[config.mk]
export PLATFORM = sky130hd
export DESIGN_NAME = iob_regfile_2p_wr_arb
export DESIGN_NICKNAME = d
export VERILOG_FILES = /design/src/rtl/iob_regfile_2p_wr_arb.sv
export SDC_FILE = /design/constraint.sdc
export NUM_CORES = 1
export LEC_CHECK = 0
export ABC_CLOCK_PERIOD_IN_PS = 9300
export BUFFER_PORTS_ARGS = -buffer_cell sky130_fd_sc_hd__buf_2
export CAP_MARGIN = 15
export CORE_ASPECT_RATIO = 0.7
export CORE_MARGIN = 5
export CORE_UTILIZATION = 45
export CTS_BUF_LIST = sky130_fd_sc_hd__clkbuf_8
export CTS_CLUSTER_DIAMETER = 80
export DETAILED_ROUTE_END_ITERATION = 8
export GPL_TIMING_DRIVEN = 0
export PLACE_DENSITY = 0.94
export SLEW_MARGIN = 30
export SYNTH_ARGS = -nofsm -noshare
export SYNTH_HDL_FRONTEND = slang
export SYNTH_SLANG_ARGS = --single-unit
[constraint.sdc]
create_clock -name clk_i -period 9.3 [get_ports clk_i]
set_input_delay 1.395 -clock clk_i [delete_from_list [all_inputs] [get_ports clk_i]]
set_output_delay 1.395 -clock clk_i [all_outputs]
set_load 0.05 [all_outputs]
[src/rtl/iob_regfile_2p_wr_arb.sv]
// Round-robin arbiter sharing one register-file write port among N_REQ requesters.
// Supports burst lock via a last flag, and drives the write port from a one-cycle registered stage.
module iob_regfile_2p_wr_arb #(
    parameter int N_REQ   = 4,
    parameter int WADDR_W = 4,
    parameter int WDATA_W = 32,
    parameter int WSTRB_W = WDATA_W / 8,
    parameter int GRANT_W = $clog2(N_REQ)
) (
    input  logic                     clk_i,
    input  logic                     cke_i,
    input  logic                     arst_n_i,
    input  logic [N_REQ-1:0]         req_valid_i,
    input  logic [N_REQ-1:0]         req_last_i,
    input  logic [N_REQ*WADDR_W-1:0] req_waddr_i,
    input  logic [N_REQ*WSTRB_W-1:0] req_wstrb_i,
    input  logic [N_REQ*WDATA_W-1:0] req_wdata_i,
    output logic [N_REQ-1:0]         req_ready_o,
    output logic                     wen_o,
    output logic [WADDR_W-1:0]       waddr_o,
    output logic [WSTRB_W-1:0]       wstrb_o,
    output logic [WDATA_W-1:0]       wdata_o,
    output logic [GRANT_W-1:0]       grant_o,
    output logic                     busy_o
);
    localparam logic [0:0]         ST_IDLE  = 1'b0;
    localparam logic [0:0]         ST_BURST = 1'b1;
    localparam logic [GRANT_W-1:0] LAST_IDX = GRANT_W'(N_REQ - 1);

    logic [0:0]         state_q, state_d;
    logic [GRANT_W-1:0] ptr_q, ptr_d;
    logic [GRANT_W-1:0] grant_q, grant_d;
    logic               wen_q, wen_d;
    logic [WADDR_W-1:0] waddr_q, waddr_d;
    logic [WSTRB_W-1:0] wstrb_q, wstrb_d;
    logic [WDATA_W-1:0] wdata_q, wdata_d;

    logic [GRANT_W-1:0] cand, winner, sel;
    logic               found, accept;

    function automatic logic [GRANT_W-1:0] next_idx(input logic [GRANT_W-1:0] idx);
        return (idx == LAST_IDX) ? '0 : idx + GRANT_W'(1);
    endfunction

    // First valid requester at or after ptr, wrapping modulo N_REQ.
    always_comb begin
        // NOTE: every variable gets a default before any condition so no latch is inferred.
        found  = 1'b0;
        winner = ptr_q;
        cand   = ptr_q;
        for (int i = 0; i < N_REQ; i++) begin
            if (!found && req_valid_i[cand]) begin
                found  = 1'b1;
                winner = cand;
            end
            cand = next_idx(cand);
        end
    end

    assign sel = (state_q == ST_BURST) ? grant_q : winner;

    always_comb begin
        req_ready_o = '0;
        if (cke_i && arst_n_i) begin
            if (state_q == ST_BURST) req_ready_o[sel] = req_valid_i[sel];
            else                     req_ready_o[sel] = found;
        end
    end

    assign accept = |req_ready_o;

    always_comb begin
        state_d = state_q;
        ptr_d   = ptr_q;
        grant_d = grant_q;
        wen_d   = accept;
        waddr_d = waddr_q;
        wstrb_d = wstrb_q;
        wdata_d = wdata_q;
        if (accept) begin
            grant_d = sel;
            waddr_d = req_waddr_i[int'(sel)*WADDR_W +: WADDR_W];
            wstrb_d = req_wstrb_i[int'(sel)*WSTRB_W +: WSTRB_W];
            wdata_d = req_wdata_i[int'(sel)*WDATA_W +: WDATA_W];
            if (req_last_i[sel]) begin
                state_d = ST_IDLE;
                ptr_d   = next_idx(sel);
            end else begin
                state_d = ST_BURST;
            end
        end
    end

    // A low clock enable freezes everything, including wen, since the register file shares it.
    always_ff @(posedge clk_i or negedge arst_n_i) begin
        if (!arst_n_i) begin
            state_q <= ST_IDLE;
            ptr_q   <= '0;
            grant_q <= '0;
            wen_q   <= 1'b0;
            waddr_q <= '0;
            wstrb_q <= '0;
            wdata_q <= '0;
        end else if (cke_i) begin
            // NOTE: non-blocking assignments so every register updates from pre-edge values.
            state_q <= state_d;
            ptr_q   <= ptr_d;
            grant_q <= grant_d;
            wen_q   <= wen_d;
            waddr_q <= waddr_d;
            wstrb_q <= wstrb_d;
            wdata_q <= wdata_d;
        end
    end

    assign wen_o   = wen_q;
    assign waddr_o = waddr_q;
    assign wstrb_o = wstrb_q;
    assign wdata_o = wdata_q;
    assign grant_o = grant_q;
    assign busy_o  = (state_q == ST_BURST);

endmodule

# Yosys cells after proc, flatten, opt, wreduce, memory -nomap -nowiden
# Cells that the tools add are included.
dict set report op_classes {
  addsub 4
  magnitude_cmp 6
  n_eq_ne 4
  shift 3
  mux 29
  n_bitwise 2
  reduce_logical 11
}
# op count
set op_table {}
lappend op_table {{$shiftx A128 B8 Y32} 1}
lappend op_table {{$shiftx A16 B5 Y4} 2}
lappend op_table {{$mux W2} 8}
lappend op_table {{$lt A2 B3 Y1 const B} 5}
lappend op_table {{$bmux W1 S2} 6}
lappend op_table {{$mux W1} 12}
lappend op_table {{$add A2 B1 Y2 const B} 4}
lappend op_table {{$and A4 B4 Y4} 2}
lappend op_table {{$eq A2 B2 Y1 const B} 4}
lappend op_table {{$mux W4} 2}
lappend op_table {{$logic_and A1 B1 Y1} 5}
lappend op_table {{$reduce_or A4 Y1} 1}
lappend op_table {{$logic_not A1 Y1} 3}
lappend op_table {{$reduce_and A3 Y1} 1}
lappend op_table {{$demux W1 S2} 1}
lappend op_table {{$ge A2 B1 Y1 const B} 1}
lappend op_table {{$reduce_and A2 Y1} 1}
dict set report totals {
  regBits 46
  wordCells 66
}

# Longest topological paths before layout
dict set report depth {
  word_depth 22
  mapped_depth 18
}

# Worst setup path before layout
# OpenSTA, ideal clock, no wires.
dict set report synth_timing {
  kind {in2out}
  from {input port req_valid_i[2]}
  to {output port req_ready_o[0]}
  arrival_ns 3.800
  required_time_ns 7.905
  setup_slack_ns 4.105
  path_stages 10
  path_cell_list {buf_6 > mux2_2 > mux2_2 > a2111oi_2 > mux2_2 > buf_4 > inv_2 > a21oi_1 > nor3_1 > and2_1}
}
dict set report synth_between {
  elab_chain_len 20
  word_cells_on_any_way 33
}
# item line
set synth_rtl {}
lappend synth_rtl {{start: declaration} 13} ;# input logic [N_REQ-1:0] req_valid_i,
lappend synth_rtl {{$bmux W1 S2} 52} ;# if (!found && req_valid_i[cand]) begin
lappend synth_rtl {{$mux W1 (implied by the code)} 52}
lappend synth_rtl {{$mux W1} 52}
lappend synth_rtl {{$logic_not A1 Y1} 52}
lappend synth_rtl {{$logic_and A1 B1 Y1} 52}
lappend synth_rtl {{$mux W1} 52}
lappend synth_rtl {{$logic_not A1 Y1} 52}
lappend synth_rtl {{$logic_and A1 B1 Y1} 52}
lappend synth_rtl {{(+4 left out)} -}
lappend synth_rtl {{$mux W2} 60} ;# assign sel = (state_q == ST_BURST) ? grant_q : winner;
lappend synth_rtl {{$lt A2 B3 Y1 (implied by the code) or $ge A2 B1 Y1 (tied branches)} {65, 66}}
lappend synth_rtl {{$logic_and A1 B1 Y1 (implied by the code)} {65, 66}}
lappend synth_rtl {{$mux W1 (implied by the code)} {65, 66}}
lappend synth_rtl {{$demux W1 S2} {65, 66}}
lappend synth_rtl {{$and A4 B4 Y4 (no source line)} -}
lappend synth_rtl {{$mux W4 *} 65} ;# if (state_q == ST_BURST) req_ready_o[sel] = req_valid_i[sel];
lappend synth_rtl {{$mux W4 *} 64} ;# if (cke_i && arst_n_i) begin
lappend synth_rtl {{end: declaration} 18} ;# output logic [N_REQ-1:0] req_ready_o,
# Every way passes the cells marked *; elsewhere a longest branch is shown, timed or not. The select of a mux whose other input is x is not followed.

# Final worst setup path
dict set report layout_timing {
  from {input port req_valid_i[1]}
  to {output port req_ready_o[3]}
}
# The elaborated chain is that of the path after synthesis.

==> impl_metrics.yaml <==
setup_path:
  path_max_fanout: 10
  required_ps: 7910
  worstPathArrival_ps: 4320
  cp-end-kind: "output pin"
  crit_type: "primary input to output pin"
  ff2ff_setup_slack_ps: 4650
  critPathLaunchType: "primary input"
cells_and_area:
  final_layout_size_suffix_gt1_share_pct: 51.2
  synthToLayoutAreaGrowth_pct: 37.2
  seq_area_um2: 1150
  antenna_cells: 0
  multi_input_area_um2: 2180
  stdcell_area_um2: 4890
  fin_cells: 683
  nFillCells: 658
  nets: 757
global_routing:
  grt_max_degree: 48
  globalRoute.totalOverflow: 0
  antenna_found_initial: 0
  first_global_vias: 3879
  grt_usage_pct: 23.4
  grt_pass1_wl_um: 18400
floorplan:
  core_um2: 7800
  io_pins: 219
  start_util_pct: 45.7
  die_x_um: 116
  die-area_um2: 9830
  die_h_um: 84.5
  rows: 27
clocking:
  postCtsSetupBuffers: 0
  clockBufferDepth: 2
  clock_sinks: 46
  cts_hold_buf: 0
  root_buffer: "clkbuf_8"
  clock_latency_ps: 300
  ctsResizeCount: 0
  path_clk_slew_ps: 90
  cts_buffers: 5
  cts_tree: "done"
  h-tree-depth: 2
routing:
  top_layer_used: "met4"
  first_iter_violations: 133
  first_pass_iters: 4
  antenna_left: 0
  drc: 0
  vias_per_cell: 5.33
  drt-total-wl_um: 11900
  via_count: 3637
  wl_met2_um: 6030
  met1_length_um: 4580
  met3_wirelength_um: 1070
  wire_per_inst_um: 17.5
pwr:
  p_leak_nw: 2.50
  vdd_drop_max_v: 0.000219
  powerDensity_nw_per_um2: 427
yosys:
  avgSynthCellArea_um2: 9.99
  synthesis.nets: 533
  synthTopCellsByCount: "mux2i_1, dfrtp_1, mux2_2, nand2_1, o21ai_1"
  syn_area_um2: 3570
  synth_edf_count: 0
  ys.flop_type: "dfrtp_1"
  yosys_warnings: 0
  yosysMostFrequentCell: "mux2i_1"
  synth_top_area_cell: "dfrtp_1"
  async_flop_share_pct: 100
  synth_area_leaders: "dfrtp_1, mux2i_1, mux2_2"
  yosys_register_bits: 46
  yosysUniqueCellTypes: 40
  ys_seq_area_share_pct: 32.3
  synth_top_area_share_pct: 32.3
  syn_inst: 357
timing:
  timing.final.crit_period_ps: 5710
  tightestPinTransition_ps: 621
  setup_viol: 0
  fin_crit_sh_pct: 61.4
  fmax_mhz: 175
  timing.slew.headroom_pct: 58.6
  whs_ps: 480
  final_max_slew_viol_count: 0
  hold_viol_final: 0
  worst_slack_ps: 3590
  rsz0062_at_grt: "no"
  finalClockSkew_ps: 8.26
  finalSetupTns_ps: 0
place:
  numPlacedInstances: 675
  dpl.hpwl_um: 9650
  io_buffers: 217
  placed_area_um2: 4780
  dp_slack_ps: 3690
  gp_routability_congestion: 0.928
hold_path:
  hold_path_class: "flip-flop to flip-flop"
run:
  maxCapViolCount: 0
run_status:
  outcome: "completed"
flip-flops by register name (all words and copies together) (netlist names):
| register | cells |
|---|---|
| wdata_o | 32 |
| waddr_o | 4 |
| wstrb_o | 4 |
| grant_o | 2 |
| ptr_q | 2 |
| busy_o | 1 |
| wen_o | 1 |
critical path: stages:
cell	delay (ps)
buf_2	90
clkbuf_1	340
nor4b_1	380
a311oi_1	110
a2111oi_2	450
mux2_2	390
buf_4	170
inv_2	150
a21oi_1	90
nor3_1	290
and2_1	180
buf_2	260
through the flow:
stage               total power [W]  util (%)
finish                      0.00209      62.7
global route                0.00222      62.7
CTS                         0.00210      62.7
detailed placement          0.00195      61.3
global placement            0.00189      61.2
floorplan                   0.00158         -
layout by cell type, fill, tap and decap left out, types with 3 or more instances in the layout:
cell type  count
buf_2        227
mux2i_1       86
mux2_2        46
nand2_1       46
dfrtp_1       46
o21ai_1       40
buf_6         10
clkbuf_1       8
inv_1          8
o21ai_0        6
a21oi_1        5
ha_1           5
clkbuf_8       5
o211ai_1       4
and2_1         4
nor4b_1        3
area by class of cell:
cell class	count	share of cell area, %
Timing Repair Buffer	217	22.3
Sequential cell	46	23.5
Tap cell	101	2.58
Clock inverter	3	0.844
Multi-Input combinational cell	273	44.6
Buffer	30	4.20
Inverter	8	0.614
Clock buffer	5	1.41
cells by family (layout without fill, tap and decap cells):
kind of cell	Yosys count	count (layout)	synth area share, %
AOI/OAI and AO/OA	67	67	11.6
muxes	132	132	38.7
buffers and inverters	38	263	6.60
and+or+nand+nor	69	69	9.05
adders and majority gates	5	5	1.75
DFF	46	46	32.3
metal layers:
metal | vias up | global-route usage [%]
met5 | - | 0
met3 | 22 | 4.83
met1 | 1685 | 27.3
met4 | 0 | 6.53
met2 | 190 | 42.7
li1 | 1740 | -
power breakdown:
part	switching, W	total, W	internal, W	leakage (nW)
Sequential	0.0000528	0.000346	0.000293	0.574
Clock	0.0000718	0.000151	0.0000793	0.0556
Combinational	0.000961	0.00159	0.000632	1.87
Total	0.00109	0.00209	0.00100	2.50
final timing paths:
check,startpoint,endpoint,cells past startpoint
worst max register to register,ptr_q[1],wdata_o[15],15
max in group asynchronous,arst_n_i,wdata_o[7],1
worst max-delay path,req_valid_i[1],req_ready_o[3],12
worst min register to register,wdata_o[6],wdata_o[6],2
min in group asynchronous,arst_n_i,wdata_o[23],1
worst min-delay path,wdata_o[6],wdata_o[6],2
Note: power is estimated with default switching activity, not from simulation.
